$ cat src/rtl/bin2bcd_seq_if.sv
// bin2bcd_seq_if
// Groups the start/busy/done handshake, the binary operand and the BCD
// result that pass between a requester and the bin2bcd_seq converter.
//   start : conversion request (requester -> converter)
//   bin   : binary operand, WIDTH bits (requester -> converter)
//   busy  : conversion in progress (converter -> requester)
//   done  : one-cycle pulse when bcd/ovf are newly valid
//   bcd   : packed BCD result, 4*DIGITS bits, units digit in [3:0]
//   ovf   : operand did not fit in DIGITS decimal digits
interface bin2bcd_seq_if #(
    parameter int WIDTH  = 16,
    parameter int DIGITS = 4
);
    logic                  start;
    logic [WIDTH-1:0]      bin;
    logic                  busy;
    logic                  done;
    logic [4*DIGITS-1:0]   bcd;
    logic                  ovf;

    modport master (output start, output bin, input busy, input done, input bcd, input ovf);
    modport slave  (input start, input bin, output busy, output done, output bcd, output ovf);
endinterface

$ cat src/rtl/bin2bcd_seq.sv
// bin2bcd_seq
// Sequential binary-to-BCD converter (iterative shift-add-3). One bit of the
// operand is consumed per clock, so a conversion takes WIDTH cycles in SHIFT
// plus one DONE cycle.
// Ports:
//   clk : system clock, rising edge
//   rst : asynchronous, active-high reset
//   bus : bin2bcd_seq_if slave (start, bin in; busy, done, bcd, ovf out)
//
// state  | meaning
// -------+-----------------------------------------------------------
// IDLE   | waiting for start; bcd/ovf hold the last result
// SHIFT  | one add-3/shift iteration per clock, WIDTH iterations
// DONE   | done pulse; returns to IDLE on the next edge
module bin2bcd_seq #(
    parameter int WIDTH  = 16,
    parameter int DIGITS = 4
) (
    input  logic          clk,
    input  logic          rst,
    bin2bcd_seq_if.slave  bus
);
    // One extra scratch digit beyond the presented ones is kept so that
    // operands needing more than DIGITS decimal digits can be flagged.
    localparam int SW = (DIGITS + 1) * 4;
    localparam int CW = $clog2(WIDTH + 1);

    typedef enum logic [1:0] {
        S_IDLE,
        S_SHIFT,
        S_DONE
    } state_t;

    state_t                r_state;
    state_t                w_state_nxt;
    logic [WIDTH-1:0]      r_bin;
    logic [SW-1:0]         r_scr;
    logic [CW-1:0]         r_cnt;
    logic [4*DIGITS-1:0]   r_bcd;
    logic                  r_ovf;
    logic                  r_busy;
    logic                  r_done;

    logic [SW-1:0]         w_adj;
    logic [SW+WIDTH-1:0]   w_shift;
    logic                  w_last;

    // Add 3 to every digit >= 5 before the shift, so the doubling carries
    // correctly into the next decimal digit.
    always_comb begin
        w_adj = r_scr;
        for (int i = 0; i < DIGITS + 1; i++) begin
            if (r_scr[4*i +: 4] >= 4'd5) begin
                w_adj[4*i +: 4] = r_scr[4*i +: 4] + 4'd3;
            end
        end
        w_shift = {w_adj, r_bin} << 1;
        w_last  = (r_cnt == CW'(WIDTH - 1));
    end

    always_comb begin
        w_state_nxt = r_state;
        case (r_state)
            S_IDLE:  if (bus.start) w_state_nxt = S_SHIFT;
            S_SHIFT: if (w_last)    w_state_nxt = S_DONE;
            S_DONE:  w_state_nxt = S_IDLE;
            default: w_state_nxt = S_IDLE;
        endcase
    end

    always_ff @(posedge clk or posedge rst) begin
        if (rst) begin
            r_state <= S_IDLE;
        end else begin
            r_state <= w_state_nxt;
        end
    end

    // busy/done are registered from the next state so they line up exactly
    // with SHIFT/DONE without a combinational output path.
    always_ff @(posedge clk or posedge rst) begin
        if (rst) begin
            r_busy <= 1'b0;
            r_done <= 1'b0;
        end else begin
            r_busy <= (w_state_nxt == S_SHIFT);
            r_done <= (w_state_nxt == S_DONE);
        end
    end

    always_ff @(posedge clk or posedge rst) begin
        if (rst) begin
            r_bin <= '0;
            r_scr <= '0;
            r_cnt <= '0;
            r_bcd <= '0;
            r_ovf <= 1'b0;
        end else begin
            case (r_state)
                S_IDLE: begin
                    if (bus.start) begin
                        r_bin <= bus.bin;
                        r_scr <= '0;
                        r_cnt <= '0;
                    end
                end
                S_SHIFT: begin
                    r_scr <= w_shift[SW+WIDTH-1:WIDTH];
                    r_bin <= w_shift[WIDTH-1:0];
                    r_cnt <= r_cnt + 1'b1;
                    if (w_last) begin
                        r_bcd <= w_shift[WIDTH +: 4*DIGITS];
                        r_ovf <= |w_shift[WIDTH + 4*DIGITS +: 4];
                    end
                end
                default: ;
            endcase
        end
    end

    assign bus.busy = r_busy;
    assign bus.done = r_done;
    assign bus.bcd  = r_bcd;
    assign bus.ovf  = r_ovf;
endmodule

$ cat src/flat_wrapper.sv
// flat-port wrapper written by rule: the top's interface ports become plain ports
module bin2bcd_seq_flat 
#(
    parameter int WIDTH  = 16,
    parameter int DIGITS = 4
)
  (clk, rst, bus_start, bus_bin, bus_busy, bus_done, bus_bcd, bus_ovf);
  bin2bcd_seq_if #(.WIDTH(WIDTH), .DIGITS(DIGITS)) bus_i ();
  input  logic clk;
  input  logic rst;
  input wire logic [$bits(bus_i.start)-1:0] bus_start;
  input wire logic [$bits(bus_i.bin)-1:0] bus_bin;
  output wire logic [$bits(bus_i.busy)-1:0] bus_busy;
  output wire logic [$bits(bus_i.done)-1:0] bus_done;
  output wire logic [$bits(bus_i.bcd)-1:0] bus_bcd;
  output wire logic [$bits(bus_i.ovf)-1:0] bus_ovf;
  assign bus_i.start = bus_start;
  assign bus_i.bin = bus_bin;
  assign bus_busy = bus_i.busy;
  assign bus_done = bus_i.done;
  assign bus_bcd = bus_i.bcd;
  assign bus_ovf = bus_i.ovf;
  bin2bcd_seq #(.WIDTH(WIDTH), .DIGITS(DIGITS)) u_core (.clk(clk), .rst(rst), .bus(bus_i));
endmodule
$ cat config.mk
export PLATFORM = sky130hd
export DESIGN_NAME = bin2bcd_seq_flat
export DESIGN_NICKNAME = d
export VERILOG_FILES = /design/src/rtl/bin2bcd_seq_if.sv /design/src/rtl/bin2bcd_seq.sv /design/src/flat_wrapper.sv
export SDC_FILE = /design/constraint.sdc
export NUM_CORES = 1
export LEC_CHECK = 0
export ABC_CLOCK_PERIOD_IN_PS = 5400
export CAP_MARGIN = 20
export CORE_MARGIN = 4
export CORE_UTILIZATION = 31
export DETAILED_ROUTE_END_ITERATION = 8
export GPL_TIMING_DRIVEN = 0
export PLACE_DENSITY = 0.6
export SYNTH_ARGS = -nofsm -noshare
export SYNTH_HDL_FRONTEND = slang
export SYNTH_SLANG_ARGS = --single-unit
export TNS_END_PERCENT = 50
$ cat constraint.sdc
create_clock -name clk -period 5.4 [get_ports clk]
set_clock_uncertainty 0.2 [all_clocks]
set_input_delay 1.35 -clock clk [delete_from_list [all_inputs] [get_ports clk]]
set_output_delay 1.35 -clock clk [all_outputs]
set_load 0.03 [all_outputs]
==> summary.txt, run 1 <==
Combinational Power Share -> 0.435
Reg2Reg Setup Slack -> 3.33 ns
Postcts setup bufs -> 0
Die height -> 105.5 um
CTS Buf Count -> 9
Outcome -> completed
Mean number of vias per cell -> 4.681
Detailed-placement wirelength estimate -> 4.420 mm
Clock root buffer -> clkbuf_8
Final antenna-violating net count -> 0
Max VDD drop -> 192.9 uV
Die width -> 105.5 um
Worst-Margin Slew -> 0.6423 ns
Initial DRC Count -> 91
Critical register-to-register path startpoint -> u_core.r_cnt[0]
Switching pwr -> 0.8672 mW
Post-CTS Hold Fix Bufs -> 0
CTS tree -> done
Crit share post-route -> 0.5493
Final Worst Setup Slack -> 2.434 ns
Register area share after synthesis -> 0.5268
Ports -> 38
Hold path endpoint -> u_core.bus.bcd[9]
Buf/Inv on CP -> 1
# nets final -> 374
Cells after synthesis -> 294
Fmax -> 0.3371 GHz
Critical Path Max Stage Delay -> 0.69 ns
Routed WL per cell -> 13.12 um
Switching Fraction -> 0.3904
Die ar. -> 11130 um2
Clock sink count -> 62
Avg Synthesized Cell Area -> 10.02 um2
Hold Path Origin -> u_core.bus.bcd[9]
Unrepaired setup endpoints after global routing -> no
Post-synthesis async set-or-reset flop share -> 1.000
Fill cells -> 944
Clock Power Share -> 0.204
Yosys reg bits -> 62
Area Growth Syn to Fin -> 26.30%
Share of cells above drive strength 1 -> 0.1466
First-pass DRT Iterations -> 4
Yosys cell types -> 34
Post-Route WL -> 6.260 mm
Max-slew headroom -> 0.5712
Clock Pin Slew Worst Setup and Hold Paths -> 0.07 ns
H-Tree Depth -> 3
Crit. End Element -> primary output
Sequential power share -> 0.361
RePlAce Congestion -> 0.7499
PostCTS Resize Cnt -> 0
Minimum clock period -> 2.966 ns
Core area -> 9240 um2
Worst hold path type -> reg2reg
Final Max Slew Viols -> 0
# rows -> 35
Worst path slowest cell -> clkdlybuf4s50_1
Critical path peak fanout -> 2
Clock Tree Buf Depth -> 2
Crit-path leading delay family -> buffers and inverters
Pwr Density -> 597.1 nW/um2
Lkg Pwr -> 1.581 nW
Hold Path Stages -> 2
Crit path kind -> reg2out
Clock Latency Late Sink -> 0.34 ns
Initial core utilization -> 0.3188
Critical path cell sequence -> clkdlybuf4s50_1
Critical Path AT -> 1.42 ns
Vias in the first global route -> 2300
IO Port Bufs -> 37
CP Depth -> 1
Setup crit start kind -> flip-flop
Initial antenna violation count -> 0
Synth warnings -> 0
Final hold vios -> 0
Max_cap viols -> 0
Gr usage total -> 0.1201
Reg-to-Reg End -> u_core.bus.ovf
Largest net degree at the start of global routing -> 34
Top FF cell, synth -> dfrtp_1
Final Setup Violations -> 0
Antenna cells -> 0
Synth Net Count -> 325
Dpl ws -> 2.371 ns
Post-Syn Area -> 2945 um2
GRT Residual Overflow -> 0
Worst R2R Path Depth -> 8
Total number of vias -> 2233
Global-route wire length before repair -> 10.74 mm
DRC errors left -> 0
CP Data Required Time -> 3.85 ns
Post-synth EDFFs -> 0
Power Internal -> 1.354 mW
Final setup TNS -> 0 ns
per-stage QoR:
| step | utilization | total power, mW | instances | hold slack [ns] | area, um2 |
|---|---|---|---|---|---|
| floorplan | - | 1.478 | 294 | 0.2498 | 2945 |
| global placement | 0.3763 | 1.752 | 460 | 0.2615 | 3477 |
| detailed placement | 0.3785 | 1.790 | 461 | 0.2700 | 3497 |
| CTS | 0.4026 | 2.258 | 477 | 0.2856 | 3720 |
| global route | 0.4026 | 2.407 | 477 | 0.3166 | 3720 |
| finish | 0.4026 | 2.221 | 477 | 0.2757 | 3720 |
area by class of cell:
class                      instances  area [um2]  area share
inverter                          14       57.56     0.01547
clock buffer                      10       137.6     0.03700
timing repair buffer              38       390.4      0.1049
multi-input combinational        202        1236      0.3323
clock inverter                     6       85.08     0.02287
buffer                            16       100.1     0.02691
sequential                        62        1551      0.4171
tap                              129       161.4     0.04339
synthesized netlist by cell type (2+ instances only):
library cell | number | area, um2
dfrtp_1 | 62 | 1551
o21ai_0 | 54 | 270.3
nand2_1 | 52 | 195.2
a22oi_1 | 15 | 112.6
inv_1 | 13 | 48.80
ha_1 | 12 | 150.1
a21oi_1 | 11 | 55.05
buf_2 | 8 | 40.04
nand2b_1 | 7 | 43.79
mux2_2 | 5 | 56.30
nor3_1 | 5 | 25.02
xnor2_1 | 5 | 43.79
a22o_1 | 4 | 35.03
a31oi_2 | 4 | 50.05
clkbuf_1 | 4 | 15.01
nor2_2 | 4 | 25.02
nor3b_1 | 4 | 30.03
or3b_2 | 4 | 35.03
nor2_1 | 3 | 11.26
o21ai_1 | 3 | 15.01
buf_6 | 2 | 22.52
routing by layer:
metal | vias up | track usage | share of wire
met5 | - | 0 | 0
met4 | 0 | 0.04217 | 0.015
met3 | 11 | 0.03735 | 0.047
met2 | 43 | 0.2013 | 0.47
met1 | 1068 | 0.1455 | 0.47
li1 | 1111 | - | -
kinds of logic after synthesis:
logic type                 count (synthesis)  synth area share
xor gates and xnor gates                   5           0.01487
adders and majority gates                 12           0.05098
DFF                                       62            0.5268
muxes                                      5           0.01912
buffers and inverters                     30           0.05353
and+or+nand+nor                           84            0.1351
AOI/OAI and AO/OA                         96            0.1997
cell usage in the layout (no fill, tap or decap), types with 2 or more instances in the layout:
| master | Yosys | routed |
|---|---|---|
| buf_2 | 8 | 8 |
| inv_1 | 13 | 12 |
| clkdlybuf4s50_1 | 0 | 37 |
| clkinvlp_4 | 0 | 2 |
| bufinv_16 | 0 | 2 |
| clkbuf_1 | 4 | 4 |
| ha_1 | 12 | 12 |
| nor2_2 | 4 | 4 |
| a22o_1 | 4 | 4 |
| nor3b_1 | 4 | 4 |
| a22oi_1 | 15 | 15 |
| dfrtp_1 | 62 | 62 |
| nand2b_1 | 7 | 7 |
| clkinv_2 | 0 | 2 |
| or3b_2 | 4 | 4 |
| o21ai_1 | 3 | 3 |
| clkbuf_8 | 0 | 10 |
| buf_6 | 2 | 2 |
| mux2_2 | 5 | 5 |
| a21oi_1 | 11 | 11 |
| nor3_1 | 5 | 5 |
| nand2_1 | 52 | 52 |
| xnor2_1 | 5 | 5 |
| nor2_1 | 3 | 3 |
| o21ai_0 | 54 | 54 |
| a31oi_2 | 4 | 4 |
how the worst max path moves through the flow:
| stage | slack, ns | to | from |
|---|---|---|---|
| finish | 2.43 | bus_bcd[3] | u_core.bus.bcd[3] |
| global route | 2.39 | bus_bcd[3] | u_core.bus.bcd[3] |
| CTS | 2.41 | bus_bcd[3] | u_core.bus.bcd[3] |
| detailed placement | 2.37 | u_core.r_bin[6] | bus_start |
| global placement | 1.17 | u_core.r_bin[5] | rst |
| floorplan | 2.31 | u_core.bus.bcd[0] | rst |
state kept, by name (all words and copies together) (netlist names):
register	cells
u_core.bus.bcd	16
u_core.bus.busy	1
u_core.bus.done	1
u_core.bus.ovf	1
u_core.r_bin	16
u_core.r_cnt	5
u_core.r_scr	20
u_core.r_state	2
power groups by stage:
stage | Combinational, mW | Clock, mW | Sequential, mW
6_report | 0.966 | 0.454 | 0.802
5_1_grt | 1.09 | 0.488 | 0.830
4_1_cts | 0.984 | 0.470 | 0.803
3_3_place_gp | 0.949 | 0 | 0.802
2_1_floorplan | 0.585 | 0 | 0.893
3_5_place_dp | 0.980 | 0 | 0.810
Power figures use the tool's default switching activity.
==> inputs of run 2 (changes only) <==
- ABC_CLOCK_PERIOD_IN_PS: 5400 -> 2850
- clock period: 5.4 -> 2.85 ns (I/O delays scaled with it)
==> results of run 2 <==
Same layout as run 1 (identical final DEF). Status: completed.
Main changes from that run: setup slack after placement 2.371 ns -> 0.4589 ns; setup slack after layout 2.434 ns -> 0.5213 ns; register-to-register setup slack 3.33 ns -> 0.78 ns; total power 2.221 mW -> 4.209 mW; worst IR drop on VDD 192.9 uV -> 365.4 uV
==> inputs of run 3 (changes only) <==
- ABC_CLOCK_PERIOD_IN_PS: 2850 -> 1950
- PLACE_DENSITY: 0.6 -> 0.62
- clock period: 2.85 -> 1.95 ns (I/O delays scaled with it)
==> run 3 against run 2 <==
Critical path depth grew 8. Hold slack worse by 0.010 ns. Routed wire length grew 7.1%. Critical path type is now reg2reg. Register-to-register slack got worse by 0.77 ns. Largest power group unchanged. Combinational power grew 48%. Sequential power rose by 46%.
==> summary.txt, run 3 (synthesis results as in run 1) <==
Critical Path AT -> 1.96 ns
Final Max Slew Viols -> 0
DP Cell Count -> 461
Final Worst Setup Slack -> 0.008941 ns
Clock Tree Buf Depth -> 2
Detailed-placement wirelength estimate -> 4.508 mm
Mean number of vias per cell -> 4.762
First-pass DRT Iterations -> 4
Global-route wire length before repair -> 11.06 mm
Crit share post-route -> 0.9954
Max_cap viols -> 0
Clock root buffer -> clkbuf_8
Initial antenna violation count -> 0
Clock Latency Late Sink -> 0.35 ns
Outcome -> completed
Vias in the first global route -> 2329
Worst hold path type -> reg2reg
Combinational Power Share -> 0.439
Die height -> 105.5 um
CTS Buf Count -> 9
Most frequent cells in the layout -> dfrtp_1 (62), o21ai_0 (54), nand2_1 (52)
Final antenna-violating net count -> 0
Top reg by flops -> u_core.r_scr
Sequential power share -> 0.360
Area Growth Syn to Fin -> 29.69%
CTS tree -> done
Worst path slowest cell -> dfrtp_1
Final setup TNS -> 0 ns
Post-Route WL -> 6.702 mm
Minimum clock period -> 1.941 ns
Pwr Density -> 1613 nW/um2
Clock Pin Slew Worst Setup and Hold Paths -> 0.06 ns
Largest net degree at the start of global routing -> 36
Gr usage total -> 0.1245
Initial DRC Count -> 109
Layout Utilization -> 0.4134
GRT Residual Overflow -> 0
Initial core utilization -> 0.3188
# rows -> 35
Share of cells above drive strength 1 -> 0.1803
CP dominant cell by count -> nand2_1
Critical Path Max Stage Delay -> 0.38 ns
Core area -> 9240 um2
Fill cells -> 931
Switching pwr -> 2.471 mW
Final non-filler cell total -> 484
Unrepaired setup endpoints after global routing -> yes
Fmax -> 0.5152 GHz
Final hold vios -> 0
IO Port Bufs -> 37
Max VDD drop -> 498.7 uV
Crit. End Element -> flip-flop
CP Data Required Time -> 1.97 ns
# nets final -> 381
Setup crit start kind -> flip-flop
Critical path peak fanout -> 10
Power Internal -> 3.689 mW
Antenna cells -> 0
Critical path cell sequence -> ha_2 > and3_4 > ha_4 > nand2_1 > or2_1 > buf_6 > buf_4 > nand2_1 > o21ai_0
Worst-Margin Slew -> 0.6604 ns
Die ar. -> 11130 um2
Clock sink count -> 62
Post-CTS Hold Fix Bufs -> 0
Total number of vias -> 2305
Max-slew headroom -> 0.5588
Die width -> 105.5 um
Clock Power Share -> 0.201
DRC errors left -> 0
Routed WL per cell -> 13.85 um
H-Tree Depth -> 3
Commonest non-fill, non-tap cell in the layout -> dfrtp_1
Placement Cell Area -> 3501 um2
Ports -> 38
Final Setup Violations -> 0
RePlAce Congestion -> 0.7313
Lkg Pwr -> 1.684 nW
Largest register FFs -> 20
Switching Fraction -> 0.4012
Dpl ws -> -0.1765 ns
Post-route cell area -> 3820 um2
Crit path kind -> reg2reg
==> run 3: cell count changes in the layout (fill, tap and decap cells not counted), moves of 2 or more <==
cell             before  now
dlygate4sd2_1         0   19
ha_1                 12   10
clkbuf_8             10   13
buf_4                 1    8
clkdlybuf4s50_1      37   18
a21oi_1              11    8
a21oi_2               0    3
==> run 3: cell type report <==
class                      count  area, um2  area share
buffer                        16      107.6     0.02817
clock buffer                  13      178.9     0.04684
clock inverter                 3      40.04     0.01048
inverter                      14      63.81     0.01670
multi-input combinational    202       1280      0.3351
sequential                    62       1551      0.4062
tap                          129      161.4     0.04225
timing repair buffer          45      436.7      0.1143
==> run 3: what timing repair did <==
action / in CTS / in global routing
pin swaps: 3 / 1
cloned: 0 / 1
setup buffers: 4 / 2
setup endpoints to repair: 37 / 20
gates resized for setup: 25 / 5
==> run 3: power groups by stage <==
stage / combinational [mW] / sequential (mW) / clock, mW
finish: 2.70 / 2.22 / 1.24
global route: 3.04 / 2.31 / 1.32
CTS: 2.68 / 2.21 / 1.27
detailed placement: 2.73 / 2.24 / 0
global placement: 2.62 / 2.22 / 0
floorplan: 1.62 / 2.47 / 0
==> run 3: path summary, 6_finish.rpt <==
path | to | cells after the start | startpoint | slack, ns
min in group asynchronous | u_core.r_bin[4] | 2 | rst | 0.37
max in group asynchronous | u_core.r_scr[19] | 3 | rst | 0.58
min reg2reg | u_core.bus.bcd[0] | 2 | u_core.bus.bcd[0] | 0.27
max reg2reg | u_core.bus.bcd[2] | 9 | u_core.r_cnt[0] | 0.009
max | u_core.bus.bcd[2] | 9 | u_core.r_cnt[0] | 0.009
min | u_core.bus.bcd[0] | 2 | u_core.bus.bcd[0] | 0.27
==> run 3: critical path: cells and delay by family (launching register included) <==
| kind | cells | cell delay (ns) |
|---|---|---|
| AO/OA/AOI/OAI | 1 | 0.07 |
| adder cells (fa/ha/maj) | 2 | 0.33 |
| buffers and inverters | 2 | 0.32 |
| flip-flops | 1 | 0.38 |
| AND/OR/NAND/NOR | 4 | 0.51 |
==> run 3: layer usage <==
layer | track usage | part of all wire
met4 | 0.04030 | 0.014
met5 | 0 | 0
met2 | 0.2086 | 0.49
met1 | 0.1491 | 0.45
met3 | 0.04348 | 0.047
==> run 3: metrics by stage <==
stage / total power [mW] / hold slack [ns]
after floorplan: 4.093 / 0.2498
after global placement: 4.845 / 0.2624
after detailed placement: 4.966 / 0.2652
after CTS: 6.163 / 0.2741
after global routing: 6.664 / 0.3023
final: 6.160 / 0.2655
